==> config.mk <==
export PLATFORM = sky130hd
export DESIGN_NAME = data_unit_gen
export DESIGN_NICKNAME = d
export VERILOG_FILES = /design/src/rtl/data_unit_gen.sv
export SDC_FILE = /design/constraint.sdc
export NUM_CORES = 1
export LEC_CHECK = 0
export CORE_UTILIZATION = 35
export DETAILED_ROUTE_END_ITERATION = 16
export GPL_TIMING_DRIVEN = 0
export HOLD_SLACK_MARGIN = 0.1
export REMOVE_ABC_BUFFERS = 1
export SETUP_SLACK_MARGIN = 0.3
export SLEW_MARGIN = 10
export SYNTH_ARGS = -nofsm -noshare
export SYNTH_HDL_FRONTEND = slang
export SYNTH_SLANG_ARGS = --single-unit
==> constraint.sdc <==
create_clock -name CLK -period 4.7 [get_ports CLK]
set_clock_uncertainty 0.05 [all_clocks]
set_input_delay 0.47 -clock CLK [delete_from_list [all_inputs] [get_ports CLK]]
set_output_delay 0.47 -clock CLK [all_outputs]
set_load 0.005 [all_outputs]
==> src/rtl/data_unit_gen.sv <==
// data_unit_gen: register file, PC/SP/status registers, operand muxing and a REQ/ACK memory FSM.
// Define STACK_GUARD_EN to hold SP at its limits and flag SUNF/SOVF instead of wrapping.
module data_unit_gen #(
   parameter int                DATA_W   = 8,
   parameter int                ADDR_W   = 8,
   parameter int                NREGS    = 8,
   parameter logic [ADDR_W-1:0] SP_INIT  = {ADDR_W{1'b1}},
   parameter logic [ADDR_W-1:0] SP_FLOOR = {ADDR_W{1'b0}}
) (
   input  logic              CLK,
   input  logic              RST,
   input  logic [2:0]        PC_CTRL,
   input  logic [2:0]        SP_CTRL,
   input  logic [2:0]        ST_CTRL,
   input  logic [1:0]        BUS_SEL,
   input  logic              WRITE_INSTREG,
   input  logic              WRITE_REGS,
   input  logic              WRITE_MEMADDR,
   input  logic              USE_IMMEDIATE,
   input  logic              USE_DISPLACEMENT,
   input  logic              MEM_START,
   input  logic              MEM_WE,
   output logic [ADDR_W-1:0] CODE_ADDR,
   input  logic [15:0]       CODE_DATA,
   output logic              MEM_REQ,
   output logic              MEM_WE_O,
   output logic [ADDR_W-1:0] MEM_ADDR,
   output logic [DATA_W-1:0] MEM_WDATA,
   input  logic [DATA_W-1:0] MEM_RDATA,
   input  logic              MEM_ACK,
   output logic              MEM_DONE,
   output logic              BUSY,
   output logic [DATA_W-1:0] ALU_A,
   output logic [DATA_W-1:0] ALU_B,
   input  logic [DATA_W-1:0] ALU_R,
   input  logic [7:0]        ALU_ST,
   output logic [4:0]        OPCODE,
   output logic [2:0]        STATUS_SEL,
   output logic [7:0]        STATUS
);

   localparam int SW = $clog2(NREGS);
   localparam int XW = (DATA_W > ADDR_W) ? DATA_W : ADDR_W;

   typedef enum logic [1:0] {
      S_IDLE = 2'd0,
      S_REQ  = 2'd1,
      S_DONE = 2'd2
   } state_t;

   state_t              r_state;
   state_t              w_state_next;
   logic [ADDR_W-1:0]   r_pc;
   logic [ADDR_W-1:0]   r_sp;
   logic [15:0]         r_instreg;
   logic [DATA_W-1:0]   r_regs [NREGS];
   logic [ADDR_W-1:0]   r_memaddr;
   logic [DATA_W-1:0]   r_mdr;
   logic [7:0]          r_stat;
   logic                r_mem_req;
   logic                r_mem_done;
   logic                r_busy;
   logic                r_mem_we;
   logic [ADDR_W-1:0]   r_mem_addr;
   logic [DATA_W-1:0]   r_mem_wdata;

   logic [SW-1:0]       w_sel_a;
   logic [SW-1:0]       w_sel_b;
   logic [2:0]          w_st_sel;
   logic [DATA_W-1:0]   w_bus;
   logic [XW-1:0]       w_bus_x;
   logic [ADDR_W-1:0]   w_bus_addr;
   logic [ADDR_W-1:0]   w_pc_next;
   logic [ADDR_W-1:0]   w_sp_next;
   logic                w_sunf;
   logic                w_sovf;
   logic [7:0]          w_stat_next;
   logic                w_start_acc;
   logic                w_ack_acc;

   assign w_sel_a     = r_instreg[8 +: SW];
   assign w_sel_b     = r_instreg[0 +: SW];
   assign w_st_sel    = r_instreg[10:8];
   assign w_start_acc = (r_state == S_IDLE) && MEM_START;
   assign w_ack_acc   = (r_state == S_REQ) && MEM_ACK;

   // Internal bus source select; SP and PC are zero-extended to the data width
   always_comb begin
      w_bus = ALU_R;
      case (BUS_SEL)
         2'b00:   w_bus = ALU_R;
         2'b01:   w_bus = r_mdr;
         2'b10:   w_bus = DATA_W'(XW'(r_sp));
         2'b11:   w_bus = DATA_W'(XW'(r_pc));
         default: w_bus = ALU_R;
      endcase
      w_bus_x    = XW'(w_bus);
      w_bus_addr = ADDR_W'(w_bus_x);
   end

   // Program counter next value, CLR over INC over WR
   always_comb begin
      w_pc_next = r_pc;
      if (PC_CTRL[2]) begin
         w_pc_next = {ADDR_W{1'b0}};
      end else if (PC_CTRL[1]) begin
         w_pc_next = r_pc + ADDR_W'(1'b1);
      end else if (PC_CTRL[0]) begin
         w_pc_next = w_bus_addr;
      end else begin
         w_pc_next = r_pc;
      end
   end

   // Stack pointer next value, PRESET over INC over DEC, with optional limit guard
   always_comb begin
      w_sp_next = r_sp;
      w_sunf    = 1'b0;
      w_sovf    = 1'b0;
      if (SP_CTRL[2]) begin
         w_sp_next = SP_INIT;
      end else if (SP_CTRL[1]) begin
`ifdef STACK_GUARD_EN
         if (r_sp == SP_INIT) begin
            w_sunf = 1'b1;
         end else begin
            w_sp_next = r_sp + ADDR_W'(1'b1);
         end
`else
         w_sp_next = r_sp + ADDR_W'(1'b1);
`endif
      end else if (SP_CTRL[0]) begin
`ifdef STACK_GUARD_EN
         if (r_sp == SP_FLOOR) begin
            w_sovf = 1'b1;
         end else begin
            w_sp_next = r_sp - ADDR_W'(1'b1);
         end
`else
         w_sp_next = r_sp - ADDR_W'(1'b1);
`endif
      end else begin
         w_sp_next = r_sp;
      end
   end

   // Status next value; guard flags are ORed last so they win over WR/CLR_BIT
   always_comb begin
      w_stat_next = r_stat;
      if (ST_CTRL[2]) begin
         w_stat_next = ALU_ST;
      end else if (ST_CTRL[1]) begin
         w_stat_next[w_st_sel] = 1'b0;
      end else if (ST_CTRL[0]) begin
         w_stat_next[w_st_sel] = 1'b1;
      end else begin
         w_stat_next = r_stat;
      end
      w_stat_next = w_stat_next | {1'b0, w_sunf, w_sovf, 5'b00000};
   end

   // Memory handshake next state
   always_comb begin
      w_state_next = r_state;
      case (r_state)
         S_IDLE: begin
            if (MEM_START) w_state_next = S_REQ;
            else           w_state_next = S_IDLE;
         end
         S_REQ: begin
            if (MEM_ACK) w_state_next = S_DONE;
            else         w_state_next = S_REQ;
         end
         S_DONE:  w_state_next = S_IDLE;
         default: w_state_next = S_IDLE;
      endcase
   end

   // FSM state and its registered handshake outputs
   always_ff @(posedge CLK or posedge RST) begin
      if (RST) begin
         r_state    <= S_IDLE;
         r_mem_req  <= 1'b0;
         r_mem_done <= 1'b0;
         r_busy     <= 1'b0;
      end else begin
         r_state    <= w_state_next;
         r_mem_req  <= (w_state_next == S_REQ);
         r_mem_done <= (w_state_next == S_DONE);
         r_busy     <= (w_state_next != S_IDLE);
      end
   end

   // Transaction latch and read-data capture
   always_ff @(posedge CLK or posedge RST) begin
      if (RST) begin
         r_mem_addr  <= {ADDR_W{1'b0}};
         r_mem_wdata <= {DATA_W{1'b0}};
         r_mem_we    <= 1'b0;
         r_mdr       <= {DATA_W{1'b0}};
      end else begin
         if (w_start_acc) begin
            r_mem_addr  <= r_memaddr;
            r_mem_wdata <= w_bus;
            r_mem_we    <= MEM_WE;
         end
         if (w_ack_acc && !r_mem_we) begin
            r_mdr <= MEM_RDATA;
         end
      end
   end

   // Architectural registers
   always_ff @(posedge CLK or posedge RST) begin
      if (RST) begin
         r_pc      <= {ADDR_W{1'b0}};
         r_sp      <= SP_INIT;
         r_instreg <= 16'h0000;
         r_memaddr <= {ADDR_W{1'b0}};
         r_stat    <= 8'h00;
      end else begin
         r_pc   <= w_pc_next;
         r_sp   <= w_sp_next;
         r_stat <= w_stat_next;
         if (WRITE_INSTREG) r_instreg <= CODE_DATA;
         if (WRITE_MEMADDR) r_memaddr <= w_bus_addr;
      end
   end

   // General-purpose register file
   always_ff @(posedge CLK or posedge RST) begin
      if (RST) begin
         for (int i = 0; i < NREGS; i++) r_regs[i] <= {DATA_W{1'b0}};
      end else if (WRITE_REGS) begin
         r_regs[w_sel_a] <= w_bus;
      end
   end

   assign ALU_A      = USE_DISPLACEMENT ? {{(DATA_W-5){r_instreg[7]}}, r_instreg[7:3]} : r_regs[w_sel_a];
   assign ALU_B      = USE_IMMEDIATE ? DATA_W'(r_instreg[7:0]) : r_regs[w_sel_b];
   assign CODE_ADDR  = r_pc;
   assign MEM_REQ    = r_mem_req;
   assign MEM_DONE   = r_mem_done;
   assign BUSY       = r_busy;
   assign MEM_WE_O   = r_mem_we;
   assign MEM_ADDR   = r_mem_addr;
   assign MEM_WDATA  = r_mem_wdata;
   assign OPCODE     = r_instreg[15:11];
   assign STATUS_SEL = r_instreg[10:8];
   assign STATUS     = r_stat;

endmodule
==> results.json <==
{
  "status": "completed",
  "overflow": 0,
  "p_int_w": 0.00363,
  "power_density_mw_per_mm2": 542,
  "period_share_pct": 81.7,
  "regArea_mm2": 0.00356,
  "drive_above_1_share_pct": 27.2,
  "synth.distinct_cells": 61,
  "yosysSeqAreaShare_pct": 46.7,
  "synth-edff-count": 0,
  "final_cell_mix": "133 x dfrtp_1, 120 x clkdlybuf4s50_1, 74 x mux2_2, 37 x mux2_4, 33 x nand2_1",
  "start_util_pct": 35.9,
  "path_class": "register to output pin",
  "grt_pass1_wl_um": 30500,
  "final-max-slew-violation-count": 0,
  "portBuffers": 120,
  "dieArea_mm2": 0.0224,
  "n_fill_cell": 1927,
  "p_switching_w": 0.00150,
  "p_total_w": 0.00513,
  "async_reset_ff_share_pct": 100,
  "syn_to_final_growth_pct": 24.0,
  "cts_resized": 0,
  "place.gp.congestion": 0.814,
  "rsz0062_at_grt": "no",
  "drtPass1Iterations": 5,
  "h-tree-depth": 4,
  "io_pins": 121,
  "fmax_mhz": 261,
  "drtIter0Drc": 291,
  "critPathRequiredTime_ps": 4180,
  "cp-start-kind": "register",
  "antenna_found_initial": 0,
  "core_mm2": 0.0212,
  "clockBufferDepth": 2,
  "switching_share_pct": 29.2,
  "hpwl_um": 13100,
  "post-cts-setup-buffers": 0,
  "clock_sinks": 142,
  "period_needed_ps": 3840,
  "ir_drop_mv": 0.253,
  "hold_path_class": "register to register",
  "cts_tree": "done",
  "wire_per_inst_um": 20.1,
  "hold_buffers": 0,
  "grt_usage_pct": 18.2,
  "clkTransAtPathRegs_ps": 60,
  "layout.nets": 750,
  "routed_via_density": 5.43,
  "grt_pass1_vias": 5445,
  "synth_cells": 595,
  "maxCapViolCount": 0,
  "critical_path_arrival_ps": 3320,
  "drc": 0,
  "grt_max_degree": 76,
  "slew_headroom_pct": 14.1,
  "vias": 5266,
  "leakagePower_nw": 3.94,
  "rows": 53,
  "antennaDiodeCount": 0,
  "ys_ff_latch": 142,
  "multi_input_area_mm2": 0.00365,
  "die_x_um": 150,
  "seqPwrFrac_pct": 40.9,
  "worstSkewPairLatency_ps": 420,
  "die_h_um": 150,
  "syn_area_per_cell_um2": 12.8,
  "worst_pin_slew_ps": 1290,
  "netlist_area_mm2": 0.00763,
  "setup_tns_ps": 0,
  "critPathCaptureType": "output pin",
  "totalWireLength_um": 19500,
  "critPathMaxFanout": 33,
  "yosysWarnings": 0,
  "setup_violations": 0,
  "p_comb_share_pct": 30.7,
  "synthFlopType": "dfrtp_1",
  "cts_buffers": 17,
  "power.share.clock_pct": 28.4,
  "root_buffer": "clkbuf_16",
  "postRouteAntennaNets": 0,
  "layout.cells.most_common": "dfrtp_1",
  "hold_viol": 0
}
## final cells by class
cell class	count	area share (%)
Clock inverter	13	1.97
Clock buffer	19	4.79
Multi-Input combinational cell	391	38.6
Sequential cell	142	37.7
Timing Repair Buffer	121	13.0
Tap cell	275	3.64
Inverter	8	0.370
## worst paths after layout
path / startpoint / endpoint / slack [ps] / cells past startpoint
worst max-delay path: r_instreg[10] / ALU_A[6] / 860 / 5
worst min-delay path: r_memaddr[6] / MEM_ADDR[6] / 450 / 1
worst max register to register: r_instreg[10] / r_regs[30] / 1710 / 3
worst min register to register: r_memaddr[6] / MEM_ADDR[6] / 450 / 1
max in group asynchronous: RST / MEM_ADDR[1] / 3300 / 3
min in group asynchronous: RST / r_regs[28] / 510 / 2
## kinds of logic (layout without fill, tap and decap cells)
logic type	after synthesis	in the layout	synth area share (%)
flops	142	142	46.7
buf+inv	62	161	5.45
fa+ha+maj	8	8	1.41
mux	157	157	28.3
compound gates	115	115	10.2
xor+xnor	5	5	0.574
simple gates	106	106	7.38
## power by group through the flow
stage,Combinational [W],Sequential [W],Clock [W]
after global routing,0.00171,0.00215,0.00155
after detailed placement,0.00158,0.00210,0
after floorplan,0.00102,0.00197,0
after global placement,0.00154,0.00208,0
final,0.00158,0.00210,0.00145
after CTS,0.00159,0.00209,0.00149
## cells in the mapped netlist, types with 3 or more instances
library cell / count / area share, %
mux2i_1: 15 / 2.0
a21o_1: 14 / 1.4
mux2_1: 7 / 1.0
a21oi_1: 27 / 1.8
inv_1: 8 / 0.39
mux2_2: 74 / 11
mux2_4: 37 / 7.3
a221oi_1: 5 / 0.57
a31oi_1: 7 / 0.57
dfstp_2: 8 / 2.8
a22oi_1: 3 / 0.30
o21a_1: 3 / 0.30
o21ai_0: 13 / 0.85
and3_1: 6 / 0.49
a211oi_1: 10 / 0.98
nor2b_1: 7 / 0.57
a2bb2oi_1: 5 / 0.57
nor3_1: 8 / 0.52
clkbuf_1: 10 / 0.49
nand3b_1: 3 / 0.30
xor2_1: 3 / 0.34
ha_1: 7 / 1.1
buf_2: 11 / 0.72
nand2_2: 3 / 0.25
nand3_1: 9 / 0.59
mux4_2: 24 / 7.1
buf_6: 14 / 2.1
buf_4: 17 / 1.7
a221o_1: 3 / 0.39
nor2_1: 16 / 0.79
nor4_1: 3 / 0.25
nand2_1: 33 / 1.6
dfrtp_1: 134 / 44
o211ai_1: 3 / 0.30
o21ai_1: 8 / 0.52
and2_1: 3 / 0.25
## flip-flops by register name, summed over array words and instances, names as in the netlist, 2 cells and up, named ones only
register	cells
r_instreg	16
r_mdr	8
MEM_WDATA	8
r_regs	64
r_sp	8
CODE_ADDR	8
r_memaddr	8
MEM_ADDR	8
r_state	2
## metrics by stage
step | worst slack, ps | util [%] | area (um^2) | hold WS (ps) | cells
floorplan | 384 | - | 7240 | 425 | 541
global route | 780 | 44.6 | 9460 | 473 | 969
global placement | -1620 | 41.4 | 8790 | 435 | 936
finish | 861 | 44.6 | 9460 | 453 | 969
detailed placement | 1380 | 41.6 | 8820 | 445 | 937
CTS | 902 | 44.6 | 9460 | 458 | 969
## critical path, stage by stage (launching register included)
cell	delay (ps)
dfrtp_1	1190
nor2b_1	440
a22oi_1	160
o22a_1	240
a21oi_1	280
clkdlybuf4s50_1	570
## routing by layer
metal	wire [um]	vias up	GRT usage (%)
li1	-	2365	-
met1	8700	2645	24.5
met2	8940	232	28.1
met3	1520	24	4.73
met4	363	0	6.63
met5	0	-	0
No activity file was read; power rests on OpenSTA's default activity.
